[src/rtl/sweep_pkg.sv]
// Shared types and defaults for the truth-table sweeper.
// Holds the FSM state encoding and table geometry.
package sweep_pkg;

  localparam int N_IN_DEF   = 4;
  localparam int SETTLE_DEF = 2;
  localparam int DEPTH      = 2**N_IN_DEF;

  typedef enum logic [1:0] {
    ST_IDLE   = 2'd0,
    ST_WAIT   = 2'd1,
    ST_SAMPLE = 2'd2,
    ST_DONE   = 2'd3
  } state_t;

endpackage

[src/rtl/truth_table_sweeper.sv]
// Exhaustive vector sequencer for an N-input combinational block.
// Captures F per vector and grades it against a golden table.
module truth_table_sweeper
  import sweep_pkg::*;
#(
  parameter int N_IN   = N_IN_DEF,
  parameter int SETTLE = SETTLE_DEF
) (
  input  logic                 clk,
  input  logic                 rst_n,
  input  logic                 start,
  input  logic                 abort,
  input  logic [2**N_IN-1:0]   expected,
  output logic [N_IN-1:0]      vec,
  input  logic                 f_in,
  output logic                 busy,
  output logic                 done,
  output logic [2**N_IN-1:0]   table_out,
  output logic                 mismatch,
  output logic [N_IN:0]        fail_count,
  output logic [N_IN-1:0]      first_fail_idx
);

  localparam int CW = (SETTLE > 1) ? $clog2(SETTLE) : 1;
  localparam logic [CW-1:0] RELOAD = CW'(SETTLE - 1);

  state_t              r_state;
  logic [CW-1:0]       r_cnt;
  logic [N_IN-1:0]     r_vec;
  logic                r_busy;
  logic                r_done;
  logic [2**N_IN-1:0]  r_table;
  logic                r_mis;
  logic [N_IN:0]       r_fails;
  logic [N_IN-1:0]     r_first;

  logic                w_miss;
  logic                w_last;

  assign w_miss = f_in ^ expected[r_vec];
  assign w_last = (r_vec == '1);

  always_ff @(posedge clk or negedge rst_n) begin
    if (!rst_n) begin
      r_state <= ST_IDLE;
      r_cnt   <= '0;
      r_vec   <= '0;
      r_busy  <= 1'b0;
      r_done  <= 1'b0;
      r_table <= '0;
      r_mis   <= 1'b0;
      r_fails <= '0;
      r_first <= '0;
    end else begin
      r_done <= 1'b0;
      unique case (r_state)
        ST_IDLE: begin
          if (start) begin
            r_vec   <= '0;
            r_cnt   <= RELOAD;
            r_table <= '0;
            r_mis   <= 1'b0;
            r_fails <= '0;
            r_first <= '0;
            r_busy  <= 1'b1;
            r_state <= ST_WAIT;
          end
        end
        ST_WAIT: begin
          if (abort) begin
            r_busy  <= 1'b0;
            r_vec   <= '0;
            r_state <= ST_IDLE;
          end else if (r_cnt == '0) begin
            r_state <= ST_SAMPLE;
          end else begin
            r_cnt <= r_cnt - 1'b1;
          end
        end
        ST_SAMPLE: begin
          // abort wins over the capture of this vector
          if (abort) begin
            r_busy  <= 1'b0;
            r_vec   <= '0;
            r_state <= ST_IDLE;
          end else begin
            r_table[r_vec] <= f_in;
            if (w_miss) begin
              r_fails <= r_fails + 1'b1;
              r_mis   <= 1'b1;
              if (r_fails == '0) r_first <= r_vec;
            end
            if (w_last) begin
              r_busy  <= 1'b0;
              r_done  <= 1'b1;
              r_state <= ST_DONE;
            end else begin
              r_vec   <= r_vec + 1'b1;
              r_cnt   <= RELOAD;
              r_state <= ST_WAIT;
            end
          end
        end
        ST_DONE: r_state <= ST_IDLE;
        default: r_state <= ST_IDLE;
      endcase
    end
  end

  assign vec            = r_vec;
  assign busy           = r_busy;
  assign done           = r_done;
  assign table_out      = r_table;
  assign mismatch       = r_mis;
  assign fail_count     = r_fails;
  assign first_fail_idx = r_first;

endmodule

[config.mk]
export PLATFORM = sky130hd
export DESIGN_NAME = truth_table_sweeper
export DESIGN_NICKNAME = d
export VERILOG_FILES = /design/src/rtl/sweep_pkg.sv /design/src/rtl/truth_table_sweeper.sv
export SDC_FILE = /design/constraint.sdc
export NUM_CORES = 1
export LEC_CHECK = 0
export ABC_AREA = 1
export BUFFER_PORTS_ARGS = -buffer_cell sky130_fd_sc_hd__buf_2
export CORE_MARGIN = 3
export CORE_UTILIZATION = 59
export CTS_BUF_LIST = sky130_fd_sc_hd__clkbuf_4 sky130_fd_sc_hd__clkbuf_8
export DETAILED_ROUTE_END_ITERATION = 8
export HOLD_SLACK_MARGIN = 0.12
export PLACE_DENSITY = 0.95
export SETUP_SLACK_MARGIN = 0.2
export SLEW_MARGIN = 10
export SYNTH_ARGS = -nofsm -noshare
export SYNTH_HDL_FRONTEND = slang
export SYNTH_SLANG_ARGS = --single-unit
[constraint.sdc]
create_clock -name clk -period 2.9 [get_ports clk]
set_input_delay 0.29 -clock clk [delete_from_list [all_inputs] [get_ports clk]]
set_output_delay 0.29 -clock clk [all_outputs]
set_load 0.02 [all_outputs]
## Word-level counts from Yosys, hierarchy flattened

Cells that the tools add are included.

- Input port bits: 21
- Register bits after elaboration: 35

- Add/subtract/negate cells: 3
- Equal/unequal tests: 14
- Bitwise operators: 1
- Multiplexer cells: 44
- $lt $le $gt $ge: 2
- Reduce and logical (&&, ||, !) cells: 12

Operator list:

| kind | count |
|---|---|
| 16-bit 2-to-1 mux | 2 |
| 16-bit case mux with 2 select lines | 1 |
| 4-bit 2-to-1 mux | 7 |
| 16-bit bitwise mux | 1 |
| 1-bit 2-to-1 mux | 16 |
| 5-bit 2-to-1 mux | 3 |
| 2-bit != test (second input constant) | 7 |
| 4-bit case mux with 3 select lines | 1 |
| 4-bit AND reduction | 3 |
| 2-bit 2-to-1 mux | 5 |
| 5-bit case mux with 2 select lines | 1 |
| 5-bit AND reduction | 2 |
| 3-bit != test (second input constant) | 3 |
| 2-bit case mux with 4 select lines | 1 |
| 4-bit case mux with 2 select lines | 1 |
| 1-bit case mux with 3 select lines | 2 |
| 5-bit by 1-bit adder with 5-bit output (second input constant) | 1 |
| 5-bit logical NOT | 1 |
| 4-bit by 5-bit less-than comparator with 1-bit output (second input constant) | 1 |
| 4-bit by 1-bit adder with 4-bit output (second input constant) | 1 |
| 1-bit binary-select mux with 4-bit select | 1 |
| 1-bit demux with 4-bit select | 1 |
| 2-bit equality test (second input constant) | 2 |
| 4-bit equality test (second input constant) | 1 |
| other kinds (11) | 11 |

## Longest topological paths before layout

Gate-level depths: netlist (run 1).

- Word-level depth: 7
- Mapped depth: 14

## Worst setup path before layout (run 1)

Ideal clock, no wire load.

- Path type: reg-to-reg
- From: reg r_vec[1], in the netlist vec[1]
- To: reg r_vec[3], in the netlist vec[3]
- Buffers on the path: 0
- Slack: 1.106 ns
- Setup time: 0.126 ns
- Stages on the path, launching flop included: 12
- Data arrival time: 1.667 ns
- Data required time: 2.774 ns
- Clock period less this slack: 1.794 ns
- Path through: dfrtp_1 -> ha_1 -> inv_1 -> nor2_1 -> inv_2 -> nor2_1 -> nand2_1 -> nand2_2 -> inv_2 -> nand4_1 -> xor2_1 -> nor2_1

- Longest elaborated chain between the ends: 4

RTL lines:

| element | RTL line | source |
|---|---|---|
| start: declaration | truth_table_sweeper.sv:29 | `logic [N_IN-1:0] r_vec;` |
| start signal: assignment | truth_table_sweeper.sv:98 | `r_vec <= r_vec + 1'b1;` |
| 4-bit by 1-bit adder with 4-bit output | truth_table_sweeper.sv:98 |  |
| 4-bit 2-to-1 mux | truth_table_sweeper.sv:93 | `if (w_last) begin` |
| 4-bit 2-to-1 mux | truth_table_sweeper.sv:82 | `if (abort) begin` |
| 4-bit case mux with 3 select lines | truth_table_sweeper.sv:56 | `unique case (r_state)` |

Several ways; a longest one is shown, not always the timed one. The select of a mux whose other input is x is not followed.
A chain may end at the register's enable or synchronous reset.

## Worst setup path in the final report (run 1)

- From: reg r_state[1]
- To: reg r_table[11], in the netlist table_out[11]

- Longest elaborated chain between the ends: 3

RTL lines:

| element | RTL line | source |
|---|---|---|
| start: declaration | truth_table_sweeper.sv:27 | `state_t r_state;` |
| start signal: assignment | truth_table_sweeper.sv:45 | `r_state <= ST_IDLE;` |
| start signal: assignment | truth_table_sweeper.sv:66 | `r_state <= ST_WAIT;` |
| start signal: assignment | truth_table_sweeper.sv:73 | `r_state <= ST_IDLE;` |
| 2-bit equality test / 2-bit logical NOT (equally long branches) | truth_table_sweeper.sv:56 |  |
| 2-bit != test (no line) / 2-bit nonzero test (equally long branches) | - |  |
| 3-bit AND reduction (no line) | - |  |
| end signal: indexed assignment | truth_table_sweeper.sv:87 | `r_table[r_vec] <= f_in;` |
| end: declaration | truth_table_sweeper.sv:32 | `logic [2**N_IN-1:0] r_table;` |

Several ways; a longest one is shown, not always the timed one.

==> results of run 1 <==
[worst paths after layout]
kind / endpoint / depth (start not counted)
setup / recovery: table_out[11]$_DFFE_PN0P_ / 9
hold / removal: done$_DFF_PN0_ / 4
setup reg to reg: table_out[11]$_DFFE_PN0P_ / 9
hold reg to reg: first_fail_idx[1]$_DFFE_PN0P_ / 2
max in group asynchronous: table_out[11]$_DFFE_PN0P_ / 2
min in group asynchronous: first_fail_idx[0]$_DFFE_PN0P_ / 2
[layer usage]
| metal | global-route usage (%) | vias to the layer above | routed length [um] |
|---|---|---|---|
| met5 | 0 | - | 0 |
| met4 | 8.88 | 0 | 57 |
| met3 | 6.12 | 6 | 313 |
| met2 | 39.7 | 55 | 2400 |
| met1 | 27.9 | 911 | 2010 |
| li1 | - | 996 | - |
[power breakdown]
group / internal [mW] / switching [mW] / total (mW) / leakage [nW]
Clock: 0.113 / 0.165 / 0.278 / 0.0361
Combinational: 0.258 / 0.561 / 0.820 / 0.860
Sequential: 0.534 / 0.0438 / 0.578 / 0.481
[worst register-to-register path: cells and delay by family, from the launching register on]
family,cells,cell delay (ps)
flip-flops,1,410
adder cells (fa/ha/maj),1,200
AND/OR/NAND/NOR,4,840
buffers and inverters,3,220
AO/OA/AOI/OAI,1,360
[kinds of logic after synthesis]
| kind of cell | share of synthesized area (%) |
|---|---|
| buffers and inverters | 12.7 |
| flip-flops | 40.7 |
| adder cells (fa/ha/maj) | 5.81 |
| AO/OA/AOI/OAI | 13.8 |
| XOR/XNOR | 1.22 |
| AND/OR/NAND/NOR | 25.8 |
[final cells by class]
class                           instances  area, sq um
Tap cell                               46         57.6
Timing Repair Buffer                   54          278
Multi-Input combinational cell        185         1000
Inverter                               56          210
Clock buffer                            7         52.6
Sequential cell                        35          876
Fill cell                             270          933
Clock inverter                          1         5.00
[flip-flops by register name, indices dropped and copies added, names as in the netlist, 2 cells and up]
| name | flops |
|---|---|
| r_state | 2 |
| fail_count | 5 |
| first_fail_idx | 4 |
| vec | 4 |
| table_out | 16 |
[layout by cell type, fill, tap and decap left out, drive strengths merged]
cell,netlist,final
dfrtp,35,35
nand4,5,5
nand3,16,16
xor2,3,3
or2,1,1
clkinv,1,2
ha,10,10
nor3,1,1
nor2,20,20
dlygate4sd3,0,1
o211ai,1,1
nand2,80,80
a31oi,1,1
o22ai,15,15
inv,55,55
buf,3,53
clkbuf,5,7
o21ai,14,14
o21bai,1,1
a21oi,17,17
[per-stage QoR]
step                util [%]  hold WS (ps)
floorplan                  -         -5.59
detailed placement      70.7           405
CTS                     72.7           318
finish                  72.7           333
global placement        70.7           401
global route            72.7           370
==> key figures, run 1 <==
Logic synthesis
  • Synthesized instance count: ~280
  • Post-synth EDFFs: 0
  • #FFs+latches synth: 35
  • Synth area leaders: dfrtp_1 41%, nand2_1 13%, inv_1 8.5%, ha_1 5.8%, o22ai_1 4.4%
  • Register area share after synthesis: approximately two fifths
  • Area share of the largest cell type after synthesis: roughly 41%
  • Post-synth ARST share: between 90% and 100%
  • Cell variety after synth: 28
  • Largest area contributor in the netlist: dfrtp_1
  • Top_reg_cell synth: dfrtp_1
  • Net count after synthesis: 315
  • Commonest cells in the netlist: 72 x nand2_1, 49 x inv_1, 35 x dfrtp_1
  • Most frequent cell after synthesis: nand2_1
  • Mean post-synth cell area: approximately 7.6 sq um
  • Netlist Area Pre-Place: 2150 sq um
  • Yosys Warn Count: 0

STA
  • Final worst slack: approximately 760 ps
  • RSZ-0062 raised after global routing: false
  • Slew Viols, Final: 0
  • Crit share post-route: roughly three quarters
  • Setup_tns: 0 ps
  • Relative slew slack: slightly below 50%
  • Layout Skew: between 5 and 6 ps
  • Final setup violating endpoints: 0
  • Max Fclk: between 400 and 500 MHz
  • Hold Violations, Final: 0
  • Min Tclk post-route: around 2100 ps
  • Worst Tran Pin Value: 759 ps

Min path
  • Hold/Removal Path Class: input pin to flop
  • Worst Hold Launch: abort

Clocking
  • Post-cts resize count: 0
  • CTS tree: done
  • Clock latency on the worst-skew pair: between 300 and 400 ps
  • Post-CTS Hold Fix Bufs: 1
  • Clock sink count: 35
  • CTS Buf Count: 5
  • Longest Clk Path Bufs: 2
  • H-Tree Depth: 2
  • Clock Pin Slew Worst Setup and Hold Paths: 100 ps
  • CTS root buffer: clkbuf_4
  • Post-CTS Setup Inserts: 0

Final layout
  • Antenna Cells: 0
  • Fin nets: approximately 370
  • Layout cells sized above 1: a little over a quarter
  • Final instance area: between 2000 and 2500 sq um
  • Area growth syn-to-layout: 15.3%
  • Non-filler cells, final: about 380

Power
  • Peak VDD IR: between 0.5 and 0.6 mV
  • Cell leakage power: roughly 1.4 nW
  • Total Power: ~1.7 mW
  • Power Density: ~680 nW/um^2

Critical path
  • Crit path max fanout: 16
  • Worst path most repeated cell: inv_1
  • Worst R2R Setup Slack: around 760 ps
  • CP top delay family: simple AND/OR/NAND/NOR gates
  • Slowest-stage cell, CP: nand3_1
  • CP cell instances: inv_1 -> ha_1 -> inv_1 -> nor2_1 -> inv_1 -> nand2_1 -> nor2_4 -> nand3_1 -> o22ai_1
  • Critical Path Source: r_state[1]$_DFFE_PN0P_
  • Crit Reg-Reg Startpoint: r_state[1]$_DFFE_PN0P_
  • CP Buf/Inv Count: 3
  • Worst path max stage delay: ~480 ps
  • WS Path Type: flop to flop
  • Req. time, crit path: between 3000 and 4000 ps
  • Crit end category: flop
  • Worst setup SP type: flop
  • WP data arrival: ~2400 ps

Floorplan
  • Core area: ~3400 sq um
  • Die H: about 66 um
  • Standard-cell rows: 21
  • Die area: between 4000 and 5000 sq um
  • Initial Utilization: a little over three fifths
  • I/O pin cnt: between 50 and 60
  • Die width: about 66 um

Global routing
  • First-pass GRT wire length: between 7 and 8 mm
  • Largest net degree at the start of global routing: 36
  • GR Util All Layers: between 20% and 30%
  • Initial antenna violation count: 0
  • Gr ovfl total: 0
  • Vias in the first global route: around 1,800

Detailed routing
  • 1st-pass router iterations: 4
  • Average wire per standard cell: about 12 um
  • Initial DRC count: 86
  • Remaining antenna violation count: 0
  • Vias per cell: just over 5
  • Post-route DRC violation count: 0
  • Via count: between 1,500 and 2,000
  • Wirelength, routed: ~4.8 mm

Placed design
  • HPWL after DPL: about 3.5 mm
  • PortBufs: 52
  • Setup WS pre-CTS: between 800 and 900 ps
  • Cell Area, Placed: 2410 sq um
  • Placed insts: between 300 and 400
  • RePlAce Congestion: between 0.9 and 1

Outcome
  • Status: finished clean

Run
  • Max-Cap Viols: 0
No activity file was read; power rests on OpenSTA's default activity.
==> inputs of run 2 (changes only) <==
- CORE_UTILIZATION: 59 -> 50
- PLACE_DENSITY: 0.95 -> 0.88
- clock period: 2.9 -> 1.9 ns (I/O delays scaled with it)
==> run 2 against run 1 <==
- sequential share of layout area fell by 4.2 points
- first-iteration DRC count rose by 64%
- core utilization fell by 3.3 points
- clock power rose by 110%
- final cell count rose by 6.3%
- power rose by 92%
- largest cell class unchanged
==> key figures, run 2 (same netlist as run 1, synthesis figures left out) <==
Outcome
  • Status: finished clean

Critical path
  • Crit path to: mismatch$_DFFE_PN0P_
  • FF-to-FF path depth: 11
  • CP Buf/Inv Count: 1
  • Req. time, crit path: 2130 ps
  • Crit end category: flop
  • WS Path Type: flop to flop
  • Crit path max fanout: 8
  • CP cell instances: buf_6 -> nand2_2 -> nand3_2 -> nand2_1 -> nand2_1 -> nand2_2 -> o21bai_4 -> nand3_4 -> nand2_8 -> nand2_2 -> o21ai_2
  • Worst R2R Setup Slack: approximately 190 ps
  • Worst path most repeated cell: nand2_2
  • Worst setup SP type: flop
  • WP depth: 11
  • Crit Reg-Reg Startpoint: vec[0]$_DFFE_PN0P_
  • Slowest-stage cell, CP: dfrtp_2
  • Critical Path Source: vec[0]$_DFFE_PN0P_
  • CP top delay family: simple AND/OR/NAND/NOR gates
  • WP data arrival: 1940 ps
  • Worst path max stage delay: 450 ps
  • Worst r2r dst: mismatch$_DFFE_PN0P_

STA
  • Hold Violations, Final: 0
  • Relative slew slack: between 70% and 80%
  • Layout Skew: ~12 ps
  • Final setup violating endpoints: 0
  • Crit share post-route: approximately 90%
  • Min Tclk post-route: 1710 ps
  • Setup_tns: 0 ps
  • RSZ-0062 raised after global routing: true
  • Slew Viols, Final: 0
  • Max Fclk: just under 600 MHz
  • Worst Tran Pin Value: approximately 450 ps

Final layout
  • Non-filler cells, final: between 400 and 500
  • Antenna Cells: 0
  • Area growth syn-to-layout: 31.6%
  • Most frequent cells in the layout: 62 x nand2_1, 52 x buf_2, 44 x inv_1
  • Commonest non-fill, non-tap cell in the layout: nand2_1
  • Filler instances: 324
  • Fin nets: between 300 and 400
  • Largest register FFs: 16
  • Fin util: 69.4%
  • Layout cells sized above 1: about two fifths

Power
  • Comb pwr share: between 50% and 60%
  • Sw frac: 43.6%
  • Int Power: between 1.5 and 2 mW
  • Power Density: roughly 1100 nW/um^2
  • Register share of total power: 27.5%
  • Switching pwr: between 1 and 1.5 mW
  • Clock share of power: between 15 and 20%
  • Peak VDD IR: roughly 0.77 mV
  • Cell leakage power: about 1.5 nW

Floorplan
  • I/O pin cnt: between 50 and 60
  • Standard-cell rows: 23
  • Core area: approximately 4100 sq um
  • Initial Utilization: 52.7%
  • Die width: ~72 um
  • Die H: approximately 70 um
  • Die area: about 5100 sq um

Global routing
  • First-pass GRT wire length: between 8 and 9 mm
  • Gr ovfl total: 0
  • GR Util All Layers: a little over a fifth
  • Vias in the first global route: approximately 2,000
  • Initial antenna violation count: 0
  • Largest net degree at the start of global routing: 28

Placed design
  • HPWL after DPL: ~3.7 mm
  • RePlAce Congestion: 0.933
  • Placed insts: 387
  • PortBufs: between 50 and 60

Detailed routing
  • Via count: between 2,000 and 2,500
  • Post-route DRC violation count: 0
  • Initial DRC count: around 140
  • Vias per cell: slightly above 5
  • Wirelength, routed: around 5.5 mm
  • Average wire per standard cell: roughly 13 um
  • 1st-pass router iterations: 4
  • Remaining antenna violation count: 0

Clocking
  • CTS Buf Count: 5
  • CTS root buffer: clkbuf_8
  • Clock Pin Slew Worst Setup and Hold Paths: ~80 ps
  • Longest Clk Path Bufs: 2
  • Clock latency on the worst-skew pair: around 300 ps
  • H-Tree Depth: 2
  • CTS tree: done
  • Clock sink count: 35

Min path
  • Hold path depth: 4
  • Hold/Removal Path Class: input pin to flop

Run
  • Max-Cap Viols: 0
==> run 2: changes by cell type in the layout (fill, tap and decap cells not counted), moves of 4 or more <==
| cell | delta |
|---|---|
| nand2_2 | +10 |
| clkbuf_8 | +6 |
| buf_4 | +15 |
| nor2_1 | -5 |
| nand3_1 | -4 |
| inv_2 | +4 |
| clkbuf_4 | -6 |
| nand2_1 | -10 |
| dfrtp_2 | +4 |
| dfrtp_1 | -4 |
| inv_1 | -5 |
==> run 2: metal layers <==
| layer | wire, um | share of wire (%) | vias to the layer above | track usage (%) |
|---|---|---|---|---|
| li1 | - | - | 1045 | - |
| met3 | 263 | 4.8 | 9 | 3.51 |
| met5 | 0 | 0 | - | 0 |
| met1 | 2380 | 43 | 963 | 28.2 |
| met4 | 97 | 1.8 | 0 | 7.93 |
| met2 | 2740 | 50 | 59 | 34.2 |
==> run 2: layout make-up <==
class,count,area [sq um],area share (%)
Multi-Input combinational cell,186,1130,40.0
Timing Repair Buffer,73,444,15.7
Clock buffer,7,90.1,3.18
Sequential cell,35,881,31.1
Inverter,56,218,7.68
Clock inverter,1,5.00,0.177
Tap cell,50,62.6,2.21
==> run 2: tightest hold or removal path: stages <==
cell and delay [ps]:
buf_2 120, nor2_2 70, nand3_1 70, o21ai_0 70
==> run 2: worst min-delay path by stage <==
stage / start / end / slack (ps)
after floorplan: rst_n / busy$_DFFE_PN0P_ / -110
after global placement: rst_n / first_fail_idx[0]$_DFFE_PN0P_ / 90
after detailed placement: rst_n / first_fail_idx[0]$_DFFE_PN0P_ / 100
after CTS: abort / vec[1]$_DFFE_PN0P_ / 290
after global routing: rst_n / first_fail_idx[0]$_DFFE_PN0P_ / 320
final: abort / vec[1]$_DFFE_PN0P_ / 270
==> run 2: power by group through the flow <==
stage	Clock (mW)	Combinational, mW	Sequential (mW)
floorplan	0	1.05	0.922
global placement	0	1.33	0.888
detailed placement	0	1.37	0.894
CTS	0.584	1.41	0.880
global route	0.607	1.93	0.893
finish	0.577	1.76	0.887
==> run 2: through the flow <==
| stage | total power [mW] | worst slack (ps) | hold slack [ps] | instance area [sq um] |
|---|---|---|---|---|
| after floorplan | 1.97 | 217 | -106 | 2160 |
| after CTS | 2.87 | 202 | 290 | 2640 |
| final | 3.22 | 192 | 272 | 2830 |
| after global routing | 3.43 | 61.4 | 324 | 2830 |
| after global placement | 2.21 | 220 | 89.5 | 2490 |
| after detailed placement | 2.26 | 155 | 98.2 | 2490 |
==> run 2: what timing repair did <==
| item | 4_1_cts | 5_1_grt |
|---|---|---|
| gates resized for setup | 3 | 43 |
| endpoints found under the hold margin | 22 | 0 |
| hold buffers | 1 | 0 |
| pin swaps | 0 | 18 |
| cloned | 0 | 1 |
| setup buffers | 4 | 7 |
| endpoints found under the setup margin | 7 | 32 |
==> inputs of run 3 (changes only) <==
- PLACE_DENSITY: 0.88 -> 0.79
==> run 3 against run 2 <==
- global-route usage is 0.31 points lower
- sequential cell count unchanged
- first-iteration DRC count rose by 5.7%
- power is 7.2% higher
- die area stayed put
- critical path depth up 1
- via count increased by 2.4%
==> key figures, run 3 (same netlist as run 1, synthesis figures left out) <==
Outcome
  • Status: finished clean

Clocking
  • H-Tree Depth: 2
  • CTS root buffer: clkbuf_8
  • CTS tree: done
  • Longest Clk Path Bufs: 2
  • Clock sink count: 35
  • Clock Pin Slew Worst Setup and Hold Paths: around 70 ps
  • Clock latency on the worst-skew pair: around 290 ps
  • CTS Buf Count: 5

Detailed routing
  • 1st-pass router iterations: 4
  • Vias per cell: about 5.2
  • Via count: between 2,000 and 2,500
  • Wirelength, routed: about 5.6 mm
  • Post-route DRC violation count: 0
  • Average wire per standard cell: roughly 14 um
  • Initial DRC count: 149
  • Remaining antenna violation count: 0

Floorplan
  • Initial Utilization: 52.7%
  • Die H: between 70 and 80 um
  • Die width: approximately 70 um
  • Core area: slightly above 4000 sq um
  • Standard-cell rows: 23
  • I/O pin cnt: between 50 and 60
  • Die area: around 5100 sq um

Final layout
  • Layout cells sized above 1: about 42%
  • Largest register FFs: 16
  • Final instance area: 2920 sq um
  • Non-filler cells, final: just over 400
  • Fin nets: roughly 390
  • Antenna Cells: 0
  • Commonest non-fill, non-tap cell in the layout: nand2_1
  • Area growth syn-to-layout: 35.8%
  • Most frequent cells in the layout: 60 x nand2_1, 52 x buf_2, 42 x inv_1
  • Fin util: a little under three quarters

STA
  • Final setup violating endpoints: 0
  • Relative slew slack: 46.8%
  • Worst Tran Pin Value: 798 ps
  • Setup_tns: 0 ps
  • Max Fclk: ~570 MHz
  • Final worst slack: 151 ps
  • Min Tclk post-route: 1750 ps
  • RSZ-0062 raised after global routing: true
  • Crit share post-route: around 92%
  • Min Hold Slack: between 300 and 400 ps
  • Hold Violations, Final: 0
  • Slew Viols, Final: 0
  • Layout Skew: approximately 3.4 ps

Global routing
  • Gr ovfl total: 0
  • Largest net degree at the start of global routing: 36
  • GR Util All Layers: 20.7%
  • First-pass GRT wire length: 8.43 mm
  • Vias in the first global route: 1,935
  • Initial antenna violation count: 0

Power
  • Peak VDD IR: between 0.9 and 1 mV
  • Power Density: between 1000 and 1500 nW/um^2
  • Comb pwr share: around 54%
  • Total Power: around 3.5 mW
  • Switching pwr: 1.50 mW
  • Int Power: 1.96 mW
  • Clock share of power: between 20% and 30%
  • Cell leakage power: 1.51 nW
  • Sw frac: roughly 43%
  • Register share of total power: between 20% and 30%

Critical path
  • Crit path max fanout: 7
  • Crit end category: flop
  • Worst path max stage delay: roughly 500 ps
  • Worst path most repeated cell: nand2_2
  • CP cell instances: clkbuf_16 -> nand2_2 -> nand3_2 -> nand2_1 -> nand2_1 -> nand2_2 -> nor2_2 -> nand2_2 -> nand3_4 -> nand3_4 -> nand2_2 -> nand2_2
  • Req. time, crit path: about 2100 ps
  • WP data arrival: 1930 ps
  • Slowest-stage cell, CP: dfrtp_2
  • WS Path Type: flop to flop
  • Worst setup SP type: flop

Placed design
  • PortBufs: 52
  • Setup WS pre-CTS: between 100 and 150 ps
  • HPWL after DPL: roughly 3.5 mm
  • Cell Area, Placed: 2460 sq um
  • RePlAce Congestion: slightly above 0.9
  • Placed insts: roughly 380

Min path
  • Hold/Removal Path Class: input pin to flop

Run
  • Max-Cap Viols: 0
==> run 3: power by group through the flow <==
stage	clock network, mW	registers, mW	logic, mW
after floorplan	0	0.922	1.05
after global placement	0	0.896	1.23
after detailed placement	0	0.899	1.27
after CTS	0.704	0.872	1.38
after global routing	0.730	0.891	2.06
final	0.697	0.884	1.88
==> run 3: worst paths after layout <==
path	from	endpoint	slack, ps	cells after the start
max in group asynchronous	rst_n	vec[1]$_DFFE_PN0P_	820	2
hold / removal	abort	done$_DFF_PN0_	300	4
hold reg to reg	first_fail_idx[1]$_DFFE_PN0P_	first_fail_idx[1]$_DFFE_PN0P_	480	2
setup / recovery	vec[0]$_DFFE_PN0P_	first_fail_idx[2]$_DFFE_PN0P_	150	12
min in group asynchronous	rst_n	first_fail_idx[1]$_DFFE_PN0P_	520	2
setup reg to reg	vec[0]$_DFFE_PN0P_	first_fail_idx[2]$_DFFE_PN0P_	150	12
==> run 3: repair_timing <==
item                                    in CTS  in global routing
endpoints found under the setup margin      17                 31
buffers inserted                             4                  8
pin swaps                                    0                 24
hold endpoints to repair                    35                  0
gates resized for setup                      5                 55
cloned                                       0                  3
hold buffers                                 1                  0
==> run 3: routing by layer <==
layer | up-vias | share of wire [%] | track usage (%)
met5 | - | 0 | 0
met4 | 0 | 2.4 | 6.89
met3 | 17 | 5.5 | 3.79
met2 | 72 | 50 | 35.6
met1 | 993 | 42 | 26.3
li1 | 1043 | - | -
==> run 3: cell type report <==
cell class	instances	area (sq um)
Inverter	56	224
Tap cell	50	62.6
Timing Repair Buffer	72	454
Fill cell	309	1160
Clock inverter	2	35.0
Timing Repair inverter	1	7.51
Multi-Input combinational cell	186	1180
Sequential cell	35	881
Clock buffer	6	82.6
==> run 3: critical path: cells and delay by family, from the launching register on <==
family / cells / cell delay, ps
DFF: 1 / 490
buffers and inverters: 1 / 180
and+or+nand+nor: 11 / 960
